## src/rtl/mem_arbiter.sv

```systemverilog
`default_nettype none
// ============================================================================
// Module   : mem_arbiter
// Brief    : Round-robin arbiter between an icache and a dcache sharing one
//            memory port, with at most one memory transaction in flight.
// Revision : 1.0 - initial release
// ============================================================================
module mem_arbiter #(
  parameter int ADDR_W = 32,
  parameter int DATA_W = 128
) (
  input  logic              clk,
  input  logic              reset,          // synchronous, active-low

  input  logic              ic_req_valid,
  output logic              ic_req_ready,
  input  logic [ADDR_W-1:0] ic_req_addr,
  output logic              ic_resp_valid,

  input  logic              dc_req_valid,
  output logic              dc_req_ready,
  input  logic              dc_req_rw,
  input  logic [ADDR_W-1:0] dc_req_addr,
  input  logic [DATA_W-1:0] dc_req_data,
  output logic              dc_resp_valid,

  output logic              mem_req_valid,
  input  logic              mem_req_ready,
  output logic              mem_req_rw,
  output logic [ADDR_W-1:0] mem_req_addr,
  output logic [DATA_W-1:0] mem_req_data,

  input  logic              mem_resp_valid,
  input  logic [DATA_W-1:0] mem_resp_data,

  output logic [DATA_W-1:0] resp_data
);

  typedef enum logic [1:0] {
    IDLE      = 2'd0,
    REQ       = 2'd1,
    WAIT_RESP = 2'd2
  } state_t;

  // Requester encoding used for owner_q / last_grant_q
  localparam logic OWN_IC = 1'b0;
  localparam logic OWN_DC = 1'b1;

  state_t              state_q;
  logic                last_grant_q;
  logic                owner_q;
  logic                rw_q;
  logic [ADDR_W-1:0]   addr_q;
  logic [DATA_W-1:0]   data_q;

  logic                in_idle;
  logic                grant_ic;
  logic                grant_dc;
  logic                resp_hit;

  // Grant decision: a lone requester wins; on a tie the side not served last wins
  always_comb begin
    in_idle  = (state_q == IDLE);
    grant_dc = dc_req_valid && (!ic_req_valid || (last_grant_q == OWN_IC));
    grant_ic = ic_req_valid && (!dc_req_valid || (last_grant_q == OWN_DC));
    resp_hit = (state_q == WAIT_RESP) && mem_resp_valid;
  end

  // Handshake outputs; everything is held low while reset is asserted
  always_comb begin
    ic_req_ready  = reset && in_idle && grant_ic;
    dc_req_ready  = reset && in_idle && grant_dc;
    ic_resp_valid = reset && resp_hit && (owner_q == OWN_IC);
    dc_resp_valid = reset && resp_hit && (owner_q == OWN_DC);
    mem_req_valid = reset && (state_q == REQ);
    mem_req_rw    = rw_q;
    mem_req_addr  = addr_q;
    mem_req_data  = data_q;
    resp_data     = mem_resp_data;
  end

  // Transaction FSM: latch on grant, present in REQ, await read data in WAIT_RESP
  always_ff @(posedge clk) begin
    if (!reset) begin
      state_q      <= IDLE;
      last_grant_q <= OWN_IC;
      owner_q      <= OWN_IC;
      rw_q         <= 1'b0;
      addr_q       <= '0;
      data_q       <= '0;
    end else begin
      case (state_q)
        IDLE: begin
          if (grant_dc) begin
            state_q      <= REQ;
            owner_q      <= OWN_DC;
            last_grant_q <= OWN_DC;
            rw_q         <= dc_req_rw;
            addr_q       <= dc_req_addr;
            data_q       <= dc_req_data;
          end else if (grant_ic) begin
            // icache only reads, so rw is forced low and no write data exists
            state_q      <= REQ;
            owner_q      <= OWN_IC;
            last_grant_q <= OWN_IC;
            rw_q         <= 1'b0;
            addr_q       <= ic_req_addr;
            data_q       <= '0;
          end
        end
        REQ: begin
          // Writes complete on acceptance; reads wait for returned data
          if (mem_req_ready) begin
            state_q <= rw_q ? IDLE : WAIT_RESP;
          end
        end
        WAIT_RESP: begin
          if (mem_resp_valid) begin
            state_q <= IDLE;
          end
        end
        default: begin
          state_q <= IDLE;
        end
      endcase
    end
  end

endmodule
`default_nettype wire

```

## config.mk

```make
export PLATFORM = sky130hd
export DESIGN_NAME = mem_arbiter
export DESIGN_NICKNAME = d
export VERILOG_FILES = /design/src/rtl/mem_arbiter.sv
export SDC_FILE = /design/constraint.sdc
export NUM_CORES = 1
export LEC_CHECK = 0
export CAP_MARGIN = 20
export CORE_AREA = 10 10 234 236
export CTS_CLUSTER_SIZE = 16
export DETAILED_ROUTE_END_ITERATION = 16
export DIE_AREA = 0 0 244 246
export PLACE_DENSITY = 0.53
export SKIP_LAST_GASP = 1
export SLEW_MARGIN = 20
export SYNTH_ARGS = -nofsm -noshare
export SYNTH_HDL_FRONTEND = slang
export SYNTH_SLANG_ARGS = --single-unit
```

## constraint.sdc

```tcl
create_clock -name clk -period 2.3 [get_ports clk]
set_clock_uncertainty 0.1 [all_clocks]
set_input_delay 0.345 -clock clk [delete_from_list [all_inputs] [get_ports clk]]
set_output_delay 0.345 -clock clk [all_outputs]
set_load 0.05 [all_outputs]
```

==> metrics.log <==
INFO  metric ff2ff_path_depth = 5
INFO  metric ir_drop = 493 uV
INFO  metric timing_hold_violations_final = 0
INFO  metric top_cell_type_by_total_area_after_synthesis = dfxtp_1
INFO  metric antenna_cells = 0
INFO  metric drive_gt1_share = 11.1%
INFO  metric h-tree-depth = 4
INFO  metric internal_power = 5690 uW
INFO  metric grt_pass1_wl = 41600 um
INFO  metric tritoncts_clock_tree = built
INFO  metric min_period_over_period = 96.2%
INFO  metric r2r_end = mem_req_addr[20]
INFO  metric synth-edff-count = 0
INFO  metric die_area = 60000 sq um
INFO  metric fin_tns_setup = 0 ps
INFO  metric min_path_type = input pin to flop
INFO  metric worstSetupStartpointType = input pin
INFO  metric pwr_density_cell = 792 nW/um^2
INFO  metric dr.first_iter.drc_count = 160
INFO  metric fmax = 452 MHz
INFO  metric finalWeightedCongestion = 0.790
INFO  metric root_buffer = clkbuf_16
INFO  metric num-nets-final = 1178
INFO  metric tightest_slew = 604 ps
INFO  metric finalCoreUtilization = 21.8%
INFO  metric route.detailed.drc = 0
INFO  metric worst_hold_path.num_cells = 3
INFO  metric portBuffers = 364
INFO  metric die_width = 244 um
INFO  metric detail-route-antenna-nets = 0
INFO  metric detail_route.vias_per_cell = 3.68
INFO  metric cts_hold_buf = 0
INFO  metric combPwrFrac = 27.2%
INFO  metric ys_dominant_reg_cell = dfxtp_1
INFO  metric wire_length_per_cell = 19.3 um
INFO  metric drv_cap = 0
INFO  metric ys_seq_elements = 164
INFO  metric yosysMostFrequentCell = dfxtp_1
INFO  metric grt_antenna_before_repair = 0
INFO  metric post_synth_instance_area = 6720 sq um
INFO  metric async_flop_share = 0%
INFO  metric synthToLayoutAreaGrowth = 61.5%
INFO  metric timing.final.max_slew_violations = 0
INFO  metric dp.final_hpwl = 23300 um
INFO  metric routed-via-count = 5646
INFO  metric critical_path_required = 1860 ps
INFO  metric whs = 349 ps
INFO  metric hold_path_end = mem_req_addr[27]
INFO  metric clock_sinks = 164
INFO  metric number_of_global_route_vias_before_repair = 6027
INFO  metric grt_remaining_overflow = 0
INFO  metric seq_power_share = 37.4%
INFO  metric synth_seq_area_share = 48.9%
INFO  metric final-setup-viol-count = 0
INFO  metric switching_share = 33.7%
INFO  metric power_frac_clock = 35.4%
INFO  metric core_area = 49900 sq um
INFO  metric worstSetupPathType = input pin to output pin
INFO  metric drt-pass1-iter-count = 4
INFO  metric cts_max_path_buffers = 2
INFO  metric relSlewSlack = 59.6%
INFO  metric outcome = complete, no violations
INFO  metric grt_usage = 9.50%
INFO  metric synth.avg_cell_area = 10.9 sq um
INFO  metric syn_inst = 619
INFO  metric rsz0062_at_grt = false
INFO  metric start_util = 13.5%
INFO  metric worst_hold_startpoint = ic_req_addr[27]
INFO  metric number_of_buffers_created_by_cts = 17
INFO  metric die_h = 246 um
INFO  metric path_max_fanout = 5
INFO  metric synth.yosys.warnings = 0
INFO  metric grt_start_max_net_pins = 53
INFO  metric synth_nets = 946
INFO  metric r2r-start = state_q[1]
INFO  metric power.leakage = 0.00393 uW
INFO  metric setup.reg_to_reg.worst_slack = 560 ps
INFO  metric post_synth_num_cell_types = 26
INFO  metric core.rowCount = 82
INFO  metric synth.cells.most_frequent = dfxtp_1, a22o_1, buf_4
INFO  metric cp-end-kind = output pin
INFO  metric arrival = 1770 ps
INFO  metric io_pins = 621
INFO  metric synth_top_cell_area_share = 48.9%
INFO  metric worst_setup_hold_path_clk_slew = 80 ps
INFO  metric netlist_top_cells_area = dfxtp_1, a22o_1, buf_4
INFO  metric drt-total-wl = 29700 um
INFO  metric power_switching = 2900 uW
INFO  metric cts_setup_buffers = 0
INFO  metric clk_latency = 470 ps
INFO  metric finalWorstPathRequiredPeriod = 2210 ps
-- layer usage --
layer  track usage [%]  part of all wire [%]  vias up
met4              5.02                   3.0        4
li1                  -                     -     2575
met1              9.47                    39     2611
met2              14.8                    45      397
met3              6.31                    13       59
met5              1.39                  0.40        -
-- state kept, by name (all words and copies together) (netlist names) --
signal,cells
state_q,2
mem_req_rw,1
owner_q,1
mem_req_data,128
mem_req_addr,32
-- power groups by stage --
stage | clock, uW | sequential (uW) | combinational [uW]
6_report | 3040 | 3210 | 2340
5_1_grt | 3280 | 3240 | 2450
4_1_cts | 3210 | 3210 | 2380
3_5_place_dp | 0 | 3270 | 2370
3_3_place_gp | 0 | 3270 | 2360
2_1_floorplan | 0 | 4020 | 1170
-- final cells by class --
type,count,area (sq um)
Tap cell,672,841
Sequential cell,164,3280
Clock buffer,18,439
Inverter,2,7.51
Multi-Input combinational cell,276,2120
Clock inverter,13,159
Fill cell,5422,39000
Timing Repair Buffer,390,4000
-- placed cells by master (no fill, tap or decap), types with 2 or more instances in the layout --
cell	count
a21oi_1	33
a22o_1	129
a311oi_1	12
a311oi_2	20
buf_12	14
buf_4	19
bufinv_16	2
clkbuf_16	17
clkdlybuf4s50_1	355
clkinvlp_4	2
dfxtp_1	163
inv_6	6
inv_8	2
nand2_1	65
nor2_1	2
-- how the worst max path moves through the flow --
stage	slack (ps)	cells past startpoint	start	endpoint
floorplan	410	1	owner_q	dc_resp_valid
global placement	90	5	ic_req_valid	mem_req_data[16]
detailed placement	40	5	ic_req_valid	mem_req_data[46]
CTS	20	1	mem_req_data[74]	mem_req_data[74]
global route	30	4	state_q[1]	ic_req_ready
finish	90	5	reset	dc_resp_valid
-- cell families (layout without fill, tap and decap cells) --
group,count (synthesis),after routing,synth area share (%)
simple gates,76,76,4.84
flops,164,164,48.9
buf+inv,179,423,20.1
compound gates,200,200,26.2
-- worst max-delay path, stage by stage --
cell and delay [ps]:
clkdlybuf4s50_1 510, buf_4 190, nand2_1 100, nor4bb_2 410
buf_12 200
-- stage by stage --
step	setup slack, ps	cells	total power (uW)	area (sq um)
2_1_floorplan	405	619	5200	6730
3_3_place_gp	91.2	1504	5630	10200
5_1_grt	26.9	1535	8970	10800
6_report	86.4	1535	8590	10800
3_5_place_dp	42.4	1504	5640	10200
4_1_cts	17.1	1535	8800	10800
-- what timing repair did --
| action | in CTS | in global routing |
|---|---|---|
| gates resized for setup | 2 | 1 |
| pin swaps | 0 | 0 |
| hold endpoints to repair | 0 | 0 |
| endpoints found under the setup margin | 2 | 1 |
(Power assumes the default switching activity.)
